**config.mk**
```make
export PLATFORM = sky130hd
export DESIGN_NAME = lfsr_prbs_flat
export DESIGN_NICKNAME = d
export VERILOG_FILES = /design/src/rtl/lfsr_prbs_if.sv /design/src/rtl/lfsr_prbs.sv /design/src/flat_wrapper.sv
export SDC_FILE = /design/constraint.sdc
export NUM_CORES = 1
export LEC_CHECK = 0
export BUFFER_PORTS_ARGS = -buffer_cell sky130_fd_sc_hd__buf_2
export CAP_MARGIN = 20
export CORE_ASPECT_RATIO = 0.75
export CORE_UTILIZATION = 48
export CTS_CLUSTER_SIZE = 28
export DETAILED_ROUTE_END_ITERATION = 8
export PLACE_DENSITY = 0.77
export SLEW_MARGIN = 20
export SYNTH_ARGS = -nofsm -noshare
export SYNTH_HDL_FRONTEND = slang
export SYNTH_SLANG_ARGS = --single-unit
```
**constraint.sdc**
```tcl
create_clock -name clk -period 1.9 [get_ports clk]
set_clock_uncertainty 0.2 [all_clocks]
set_input_delay 0.38 -clock clk [delete_from_list [all_inputs] [get_ports clk]]
set_output_delay 0.38 -clock clk [all_outputs]
set_load 0.05 [all_outputs]
```
**src/rtl/lfsr_prbs_if.sv**
```systemverilog
// Control and observation bundle for the lfsr_prbs generator.
// The master drives enable/load/seed_in; the slave (generator) returns state and status.
interface lfsr_prbs_if #(
  parameter int WIDTH = 8
);
  logic             enable;
  logic             load;
  logic [WIDTH-1:0] seed_in;
  logic [WIDTH-1:0] state;
  logic             lockup;
  logic             wrap;
  logic [WIDTH-1:0] period;

  modport master (
    output enable, load, seed_in,
    input  state, lockup, wrap, period
  );

  modport slave (
    input  enable, load, seed_in,
    output state, lockup, wrap, period
  );
endinterface

```
**src/rtl/lfsr_prbs.sv**
```systemverilog
// Parametrised Fibonacci LFSR PRBS source with seed load, lock-up recovery
// and period measurement between successive returns to the reference value.
module lfsr_prbs #(
  parameter int               WIDTH = 8,
  parameter logic [WIDTH-1:0] TAPS  = WIDTH'(8'h88),
  parameter bit               XNOR  = 1'b1,
  parameter int               STEPS = 1,
  parameter logic [WIDTH-1:0] SEED  = '0
) (
  input  logic        clk,
  input  logic        reset,
  lfsr_prbs_if.slave  bus
);

  localparam logic [WIDTH-1:0] LOCK_VAL = {WIDTH{XNOR}};
  localparam logic [WIDTH-1:0] ONE      = WIDTH'(1);

  logic [WIDTH-1:0] state_q;
  logic [WIDTH-1:0] ref_q;
  logic [WIDTH-1:0] count_q;
  logic [WIDTH-1:0] period_q;
  logic             wrap_q;
  logic             lockup_q;
  logic [WIDTH-1:0] stepped;

  function automatic logic [WIDTH-1:0] shift1(input logic [WIDTH-1:0] s);
    logic fb;
    fb = (^(s & TAPS)) ^ XNOR;
    return {s[WIDTH-2:0], fb};
  endfunction

  always_comb begin
    stepped = state_q;
    // NOTE: blocking assignment so each iteration builds on the previous shift.
    for (int i = 0; i < STEPS; i++) begin
      stepped = shift1(stepped);
    end
  end

  // NOTE: non-blocking assignments so every register samples pre-edge values.
  always_ff @(posedge clk) begin
    if (reset) begin
      state_q  <= SEED;
      ref_q    <= SEED;
      count_q  <= '0;
      period_q <= '0;
      wrap_q   <= 1'b0;
      lockup_q <= 1'b0;
    end else begin
      wrap_q   <= 1'b0;
      lockup_q <= 1'b0;
      if (bus.load) begin
        count_q <= '0;
        if (bus.seed_in == LOCK_VAL) begin
          state_q  <= SEED;
          ref_q    <= SEED;
          lockup_q <= 1'b1;
        end else begin
          state_q <= bus.seed_in;
          ref_q   <= bus.seed_in;
        end
      end else if (bus.enable) begin
        if (state_q == LOCK_VAL) begin
          // Only reachable with a tap/seed combination that can enter lock-up.
          state_q  <= SEED;
          ref_q    <= SEED;
          count_q  <= '0;
          lockup_q <= 1'b1;
        end else begin
          state_q <= stepped;
          if (stepped == ref_q) begin
            wrap_q   <= 1'b1;
            period_q <= count_q + ONE;
            count_q  <= '0;
          end else if (count_q != '1) begin
            count_q <= count_q + ONE;
          end
        end
      end
    end
  end

  assign bus.state  = state_q;
  assign bus.lockup = lockup_q;
  assign bus.wrap   = wrap_q;
  assign bus.period = period_q;

endmodule

```
**src/flat_wrapper.sv**
```systemverilog
// flat-port wrapper written by rule: the top's interface ports become plain ports
module lfsr_prbs_flat 
#(
  parameter int               WIDTH = 8,
  parameter logic [WIDTH-1:0] TAPS  = WIDTH'(8'h88),
  parameter bit               XNOR  = 1'b1,
  parameter int               STEPS = 1,
  parameter logic [WIDTH-1:0] SEED  = '0
)
  (clk, reset, bus_enable, bus_load, bus_seed_in, bus_state, bus_lockup, bus_wrap, bus_period);
  lfsr_prbs_if #(.WIDTH(WIDTH)) bus_i ();
  input  logic clk;
  input  logic reset;
  input wire logic [$bits(bus_i.enable)-1:0] bus_enable;
  input wire logic [$bits(bus_i.load)-1:0] bus_load;
  input wire logic [$bits(bus_i.seed_in)-1:0] bus_seed_in;
  output wire logic [$bits(bus_i.state)-1:0] bus_state;
  output wire logic [$bits(bus_i.lockup)-1:0] bus_lockup;
  output wire logic [$bits(bus_i.wrap)-1:0] bus_wrap;
  output wire logic [$bits(bus_i.period)-1:0] bus_period;
  assign bus_i.enable = bus_enable;
  assign bus_i.load = bus_load;
  assign bus_i.seed_in = bus_seed_in;
  assign bus_state = bus_i.state;
  assign bus_lockup = bus_i.lockup;
  assign bus_wrap = bus_i.wrap;
  assign bus_period = bus_i.period;
  lfsr_prbs #(.WIDTH(WIDTH), .TAPS(TAPS), .XNOR(XNOR), .STEPS(STEPS), .SEED(SEED)) u_core (.clk(clk), .reset(reset), .bus(bus_i));
endmodule
```
==> results.md <==
- Run status: finished with violations
- Violated checks: negative setup slack
- CP Capture Type: register
- Final WL: ~4600 um
- Endpoints failing hold: 0
- Layer carrying the most global-route usage: met2
- Area of the mapped netlist: about 1500 um^2
- Core footprint: ~3000 um^2
- Post-synth top area share: between 40 and 50%
- Dpl ws: -196 ps
- EDFF count, synth: 0
- Distinct cell type count after synthesis: 33
- Slew Limit Fails: 0
- Startpoint class of the critical path: register
- Synth Net Count: 180
- Cells after synthesis: roughly 170
- Starting Density: around half
- CP delay by family, top: compound AO/OA/AOI/OAI gates
- Die ar.: around 3500 um^2
- Die Y: between 50 and 60 um
- Worst-path clk slew: 70 ps
- Slowest CP cell: dfxtp_4
- Area Overhead vs Synth: 43.6%
- Slew @ Worst Pin: between 700 and 800 ps
- Met1 Use GR: 39.6%
- Most common flop cell mapped by yosys: dfxtp_1
- Met2 Use GR: 42.4%
- Post-synthesis sequential area ratio: 44.0%
- RSZ-0062 raised after global routing: yes
- Routed Antenna Nets: 0
- Ant. Diodes: 0
- Buf/Inv on CP: 0
- Largest stage delay on the critical path: roughly 410 ps
- Vias in the first global route: ~1.5k
- Hpwl dp: around 3300 um
- Total of max-cap violations: 0
- Rel. slew slack: between 40% and 50%
- Initial DRC count: about 130
- Cell chain of the critical path: xnor2_2 -> nand4_1 -> o31a_4 -> o211a_4 -> a221o_1
- Final GP Congestion: just under 1
- Maximum fanout along the worst path: 6
- Worst Setup Path Type: register to register
- Setup Viol. Count Final: 6
- Detailed-route via count: approximately 1.6k
- Leakage dissipation: approximately 0.94 nW
- Synth top area cells: dfxtp_1, nor2_1, xnor2_1, a221oi_1, nor3_1
- Max clock buf depth: 2
- # DRC: 0
- GRT met3 Usage: between 7 and 8%
- Final core utilization: 74.0%
- Yosys reg bits: 34
- CTS tree: yes
- Post-synth top cells: dfxtp_1, nor2_1, nor3_1
- Avg Inst Size Synth: 9.25 um^2
- Minimum clock period: 1990 ps
- Die width: around 68 um
- Final worst-path cycle share: 105%
- CTS Sinks: 34
- Largest net degree at the start of global routing: 27
- Final TNS setup: -214 ps
- CP arrival: about 2000 ps
- Fraction of registers with async set/reset: 0%
- Final setup margin: -85.7 ps
- Hold WC Path Type: input port to register
- Antenna violations before repair: 0
- VDD IR max: between 0.5 and 0.6 mV
- GRT Residual Overflow: 0
- Number of port buffers: 29
- Cell Rows: 17
- PD cells: 732 nW/um^2
- First-pass DRT Iterations: 5
- # nets final: about 250
- First-pass GRT wire length: 7220 um
- Yosys Warn Count: 0
- Worst EP required: ~1900 ps
- Share of post-route cells with drive strength above 1: 47.0%
- Io pins: 30
- GRT Total Usage: between 20 and 30%
- Root Buffer: clkbuf_8
- WL/cell: between 15 and 20 um
- Num CTS Buffers: 5
- H-tree depth: 2
- Later-pin clock latency in the skew report: between 200 and 300 ps
- Leading area contributor after synthesis: dfxtp_1
- Vias/cell: about 5.9
- Max Freq: roughly 500 MHz
==> cells in the final DEF (no fill, tap or decap), types with 4 or more instances in the layout <==
cell,netlist,layout
a211oi_1,4,4
a221oi_2,0,5
a22oi_1,8,8
buf_2,0,29
buf_4,1,35
clkbuf_8,0,5
dfxtp_1,34,23
dfxtp_4,0,8
mux2i_1,4,4
nand2_1,5,5
nand3_1,5,4
nand4_1,5,5
nor2_1,34,32
nor3_1,13,13
xnor2_1,10,5
==> cell families after synthesis <==
group | Yosys count | synth area share, %
AOI/OAI and AO/OA | 38 | 21.7
xor gates and xnor gates | 13 | 7.37
adders and majority gates | 1 | 0.810
buffers and inverters | 8 | 2.19
DFF | 34 | 44.0
muxes | 4 | 2.59
and+or+nand+nor | 69 | 21.3
==> worst min-delay path: cells and delay by family <==
kind / cells / cell delay [ps]
AO/OA/AOI/OAI: 1 / 80
AND/OR/NAND/NOR: 2 / 120
buffers and inverters: 1 / 120
==> registers in the layout, indices dropped and copies added (netlist names) <==
name	cells
u_core.bus.period	8
u_core.bus.lockup	1
u_core.bus.wrap	1
u_core.count_q	8
u_core.ref_q	8
u_core.bus.state	8
==> final timing paths <==
check        cells past startpoint                    to  slack [ps]                  from
max                              5     u_core.count_q[3]         -90   u_core.bus.state[3]
min                              4     u_core.count_q[0]         270                 reset
max reg2reg                      5     u_core.count_q[3]         -90   u_core.bus.state[3]
min reg2reg                      2  u_core.bus.period[5]         300  u_core.bus.period[5]
==> area by class of cell <==
class | count | area [um^2]
Inverter | 3 | 11.3
Timing Repair Buffer | 65 | 419
Multi-Input combinational cell | 125 | 950
Fill cell | 202 | 781
Sequential cell | 34 | 714
Clock buffer | 7 | 76.3
Tap cell | 38 | 47.5
==> power by group <==
group          internal [W]  total [W]  switching (W)  leakage, nW
combinational      0.000154   0.000352       0.000198        0.615
clock              0.000252   0.000497       0.000245       0.0383
sequential         0.000740   0.000776      0.0000361        0.284
total               0.00115    0.00162       0.000479        0.937
==> stage by stage <==
stage	cell area, um^2	hold slack (ps)	total power, W	instances
floorplan	1580	267	0.000951	167
global placement	2000	271	0.00107	262
detailed placement	2000	287	0.00108	262
CTS	2130	280	0.00159	272
global route	2220	280	0.00168	272
finish	2220	266	0.00162	272
==> per-layer routing <==
metal  part of all wire (%)  routed length [um]
met5                      0                   0
met2                     45                2080
met4                    1.3                  60
met3                    9.5                 436
met1                     44                2030
==> timing repair <==
item | CTS | global route
pin swaps | 8 | 7
gates cloned | 0 | 0
buffers inserted | 4 | 0
setup endpoints to repair | 16 | 29
resized for setup | 7 | 15
hold buffers | 0 | 0
No activity file was read; power rests on OpenSTA's default activity.
